===== src/rtl/dmem_arbiter.sv =====
// Two-master arbiter for the single-port data memory: round-robin with bounded hold,
// misaligned accesses are consumed but never reach the memory, read data is steered by an owner tag.
module dmem_arbiter #(
    parameter int MAX_HOLD = 4,
    parameter int DEF_MSTR = 0
) (
    input  logic        clk,
    input  logic        nrst,
    input  logic        m0_req,
    input  logic [2:0]  m0_op,
    input  logic [13:0] m0_addr,
    input  logic [31:0] m0_wdata,
    output logic        m0_gnt,
    output logic        m0_rvalid,
    output logic [31:0] m0_rdata,
    output logic        m0_err,
    input  logic        m1_req,
    input  logic [2:0]  m1_op,
    input  logic [13:0] m1_addr,
    input  logic [31:0] m1_wdata,
    output logic        m1_gnt,
    output logic        m1_rvalid,
    output logic [31:0] m1_rdata,
    output logic        m1_err,
    output logic [2:0]  mem_op_code,
    output logic [13:0] mem_rwaddr,
    output logic [31:0] mem_wdata,
    output logic        mem_stall,
    input  logic [31:0] mem_rdata
);

    typedef enum logic [1:0] {IDLE, OWN0, OWN1} state_t;

    localparam int CW = $clog2(MAX_HOLD + 1);
    localparam logic [CW-1:0] HOLD_MAX = CW'(MAX_HOLD);

    state_t          state_q, state_d;
    logic [CW-1:0]   cnt_q, cnt_d;
    logic            rvalid_q, rtag_q;
    logic            err0_q, err1_q;

    logic            any_req;
    logic            sel1;
    logic            hold_full;
    logic [2:0]      sel_op;
    logic [13:0]     sel_addr;
    logic [31:0]     sel_wdata;
    logic            aligned;
    logic            issue;

    always_comb begin
        state_d   = state_q;
        cnt_d     = cnt_q;
        sel1      = 1'b0;
        any_req   = m0_req | m1_req;
        hold_full = (cnt_q >= HOLD_MAX);

        // sel1 picks M1; only meaningful while any_req is set
        if (m0_req && m1_req) begin
            case (state_q)
                OWN0:    sel1 = hold_full;
                OWN1:    sel1 = !hold_full;
                default: sel1 = (DEF_MSTR != 0);
            endcase
        end else begin
            sel1 = m1_req;
        end

        if (!any_req) begin
            state_d = IDLE;
            cnt_d   = '0;
        end else begin
            state_d = sel1 ? OWN1 : OWN0;
            if (state_d == state_q)
                cnt_d = hold_full ? cnt_q : cnt_q + CW'(1);
            else
                cnt_d = CW'(1);
        end
    end

    // Grants are suppressed while reset is asserted so nothing is accepted then.
    assign m0_gnt = nrst && any_req && !sel1;
    assign m1_gnt = nrst && any_req && sel1;

    assign sel_op    = sel1 ? m1_op    : m0_op;
    assign sel_addr  = sel1 ? m1_addr  : m0_addr;
    assign sel_wdata = sel1 ? m1_wdata : m0_wdata;

    always_comb begin
        aligned = 1'b1;
        if (sel_op[1])
            aligned = (sel_addr[1:0] == 2'b00);
        else if (sel_op[0])
            aligned = !sel_addr[0];
    end

    assign issue       = (m0_gnt || m1_gnt) && aligned;
    assign mem_stall   = !issue;
    assign mem_op_code = issue ? sel_op    : 3'b0;
    assign mem_rwaddr  = issue ? sel_addr  : 14'b0;
    assign mem_wdata   = issue ? sel_wdata : 32'b0;

    always_ff @(posedge clk or negedge nrst) begin
        if (!nrst) begin
            state_q  <= IDLE;
            cnt_q    <= '0;
            rvalid_q <= 1'b0;
            rtag_q   <= 1'b0;
            err0_q   <= 1'b0;
            err1_q   <= 1'b0;
        end else begin
            state_q  <= state_d;
            cnt_q    <= cnt_d;
            rvalid_q <= issue && !sel_op[2];
            rtag_q   <= sel1;
            err0_q   <= m0_gnt && !aligned;
            err1_q   <= m1_gnt && !aligned;
        end
    end

    assign m0_rvalid = rvalid_q && !rtag_q;
    assign m1_rvalid = rvalid_q && rtag_q;
    assign m0_rdata  = m0_rvalid ? mem_rdata : 32'b0;
    assign m1_rdata  = m1_rvalid ? mem_rdata : 32'b0;
    assign m0_err    = err0_q;
    assign m1_err    = err1_q;

endmodule


===== config.mk =====
export PLATFORM = sky130hd
export DESIGN_NAME = dmem_arbiter
export DESIGN_NICKNAME = d
export VERILOG_FILES = /design/src/rtl/dmem_arbiter.sv
export SDC_FILE = /design/constraint.sdc
export NUM_CORES = 1
export LEC_CHECK = 0
export BUFFER_PORTS_ARGS = -buffer_cell sky130_fd_sc_hd__buf_2
export CAP_MARGIN = 0
export CORE_ASPECT_RATIO = 1.2
export CORE_MARGIN = 8
export CORE_UTILIZATION = 25
export DETAILED_ROUTE_END_ITERATION = 12
export RECOVER_POWER = 50
export SETUP_SLACK_MARGIN = 0.3
export SYNTH_ARGS = -nofsm -noshare
export SYNTH_HDL_FRONTEND = slang
export SYNTH_SLANG_ARGS = --single-unit

===== constraint.sdc =====
create_clock -name clk -period 3.5 [get_ports clk]
set_input_delay 1.05 -clock clk [delete_from_list [all_inputs] [get_ports clk]]
set_output_delay 1.05 -clock clk [all_outputs]
set_load 0.005 [all_outputs]

==> results.json <==
{
  "gp_congestion": 0.818,
  "antenna_found_initial": 1,
  "clk_pin_slew_ns": 0.05,
  "yosys_warnings": 0,
  "antenna_left": 0,
  "timing.rr.end": "rvalid_q",
  "cts_buffers": 3,
  "max-vdd-ir-drop_mv": 0.100,
  "crit_buf_inv": 6,
  "postSynthAreaPerCell_um2": 7.25,
  "power_density_nw_per_um2": 163,
  "max_freq_mhz": 300,
  "routed_via_density": 5.17,
  "fin_crit_sh_pct": 95.1,
  "coreArea_um2": 8990,
  "synth.cell_area_um2": 2280,
  "grt_pass1_vias": 3450,
  "arrival_ns": 2.28,
  "hpwl_um": 10000,
  "start_util_pct": 25.4,
  "cts.sinks": 9,
  "cts.path.max_buffers": 2,
  "drt-initial-drc-count": 173,
  "cpLargestDelayFamily": "buffers and inverters",
  "grt_start_max_net_pins": 43,
  "fin_ws_ns": 0.171,
  "die_area_um2": 12500,
  "rsz0062_at_grt": "true",
  "critPathKind": "in2out",
  "tns_ns": 0,
  "status": "finished, final reports clean",
  "critPathSlowestCell": "a31oi_4",
  "area_growth_pct": 76.2,
  "reg2regPathDepth": 7,
  "setup_viol": 0,
  "fin_crit_ns": 3.33,
  "r2r_slack_ns": 1.44,
  "grt_pass1_wl_um": 18400,
  "cts_htree_levels": 1,
  "hold_path_depth": 2,
  "track_usage_pct": 18.3,
  "yosys.cell_types.count": 34,
  "ioPinCount": 254,
  "fill_cells": 954,
  "die_h_um": 121,
  "path_max_fanout": 8,
  "nets": 699,
  "start_kind": "input port",
  "max_slew_margin_pct": 34.5,
  "holdBufCountCts": 0,
  "ys_seq_elements": 9,
  "synth_edf_count": 0,
  "hold_start": "cnt_q[1]",
  "avgRoutedWirePerCell_um": 18.6,
  "crit_top_cell": "buf_12",
  "slew_viol_final": 0,
  "insertion_delay_ns": 0.23,
  "num_rows": 38,
  "drv_cap": 0,
  "drc": 0,
  "cts_root_buf": "clkbuf_8",
  "vias": 3530,
  "wirelength_um": 12700,
  "hold_path_end": "cnt_q[1]",
  "p_leak_nw": 2.14,
  "critPathRequiredTime_ns": 2.45,
  "worst_pin_slew_ns": 0.982,
  "rr_startpoint": "cnt_q[2]",
  "hold_viol": 0,
  "worstPathCellList": "buf_12 -> inv_6 -> a31oi_4 -> clkbuf_1 -> buf_16 -> buf_12 -> mux2i_1 -> buf_2",
  "yosysSeqAreaShare_pct": 9.87,
  "io_buffers": 253,
  "drive_gt1_share_pct": 48.4,
  "gr-total-overflow": 0,
  "syn-num-nets": 451,
  "synthCells": 315,
  "die_w_um": 103,
  "synthFlopType": "dfrtp_1",
  "max_stage_delay_ns": 0.26,
  "cts_tree": "done",
  "post-place-ws_ns": 0.191,
  "fin_skew_ns": 0.00106,
  "synthArstFlopShare_pct": 100,
  "dr.pass1.iters": 4,
  "worstHoldPathType": "reg2reg",
  "endpoint_kind": "output pin"
}
synthesized netlist by cell type, drive strengths merged, types with 2 or more instances:
cell	count	area share, %
buf	10	3.8
nand2	4	0.66
mux2	2	0.99
nor2	5	0.82
and2	36	9.9
nand4b	2	0.77
clkbuf	38	6.3
nand3b	3	0.99
dfrtp	9	9.9
ha	2	1.1
inv	3	0.49
nand4	96	26
and3	33	9.0
a31oi	2	1.2
a211oi	2	0.66
nor4b	2	0.77
nand3	2	0.44
o21ai	3	0.66
mux2i	49	21
nand2b	4	1.1
power breakdown:
group / switching, mW / total, mW / internal, mW / leakage, nW
clock: 0.0405 / 0.120 / 0.0793 / 0.0228
sequential: 0.00568 / 0.118 / 0.112 / 0.114
combinational: 0.208 / 0.419 / 0.211 / 2.01
total: 0.254 / 0.657 / 0.403 / 2.14
sequential cells by signal (all words and copies together) (netlist names):
signal    flops
rvalid_q      1
rtag_q        1
cnt_q         3
state_q       2
m1_err        1
m0_err        1
worst max-delay path by stage:
stage	from	cells past startpoint	to
6_report	m1_req	8	mem_rwaddr[5]
5_1_grt	m1_req	8	mem_rwaddr[1]
4_1_cts	m1_req	6	mem_wdata[11]
3_5_place_dp	m1_req	6	mem_stall
3_3_place_gp	m1_req	6	mem_op_code[1]
2_1_floorplan	m0_req	6	mem_wdata[0]
through the flow:
step                      utilization, %  cells  instance area, um^2  hold slack (ns)  power, mW
after floorplan                        -    315                 2280            0.527      0.307
after global placement              41.2    659                 3700            0.547      0.479
after detailed placement            41.2    659                 3700            0.576      0.485
after CTS                           43.3    669                 3890            0.583      0.636
after global routing                44.7    682                 4020            0.609      0.705
final                               44.7    683                 4020            0.571      0.657
final cells by class:
cell class              instances  area [um^2]  area share, %
multi-input cells             255         1850           45.9
repair buffers                291         1730           43.1
flip-flops and latches          9          226           5.63
well taps                     120          150           3.73
clock buffers                   4         45.0           1.12
inverters                       3         16.3          0.405
diodes                          1         2.50         0.0622
repair_timing:
action                                  CTS  global route
endpoints found under the setup margin   23            50
pin swaps                                 0             2
gates resized for setup                   4            25
cloned                                    3             0
setup buffers                             3            13
cell usage in the layout (no fill, tap or decap), types with 2 or more instances in the layout:
master / Yosys / routed
buf_2: 3 / 222
nand4_1: 96 / 96
mux2i_1: 49 / 49
and2_1: 36 / 36
and3_1: 33 / 33
clkbuf_1: 38 / 32
buf_4: 2 / 16
buf_12: 0 / 9
dfrtp_1: 9 / 8
buf_6: 2 / 6
nor2_1: 5 / 5
nand2_1: 4 / 4
nand2b_1: 4 / 4
nand3b_1: 3 / 3
clkbuf_8: 0 / 3
buf_8: 2 / 3
inv_1: 3 / 2
o21ai_4: 0 / 2
nand3_1: 2 / 2
mux2_2: 2 / 2
nor4b_1: 2 / 2
nand4b_1: 2 / 2
a211oi_1: 2 / 2
ha_1: 2 / 2
buf_16: 0 / 2
worst register-to-register path: stages (launching register included):
cell and delay (ns):
dfrtp_2 0.42, or3b_4 0.42, a31oi_4 0.32, clkbuf_1 0.23, buf_16 0.16, buf_12 0.13
buf_4 0.11, mux2i_1 0.19
layer usage:
layer | global-route usage (%) | share of wire [%]
met2 | 32.5 | 48
met1 | 21.1 | 38
met3 | 5.87 | 13
met5 | 0 | 0
met4 | 2.81 | 0.93
cell families after synthesis:
| logic type | after synthesis | synth area share, % |
|---|---|---|
| simple gates | 189 | 51.5 |
| buf+inv | 51 | 10.5 |
| mux | 51 | 22.5 |
| compound gates | 13 | 4.50 |
| flops | 9 | 9.87 |
| fa+ha+maj | 2 | 1.10 |
(Power assumes the default switching activity.)
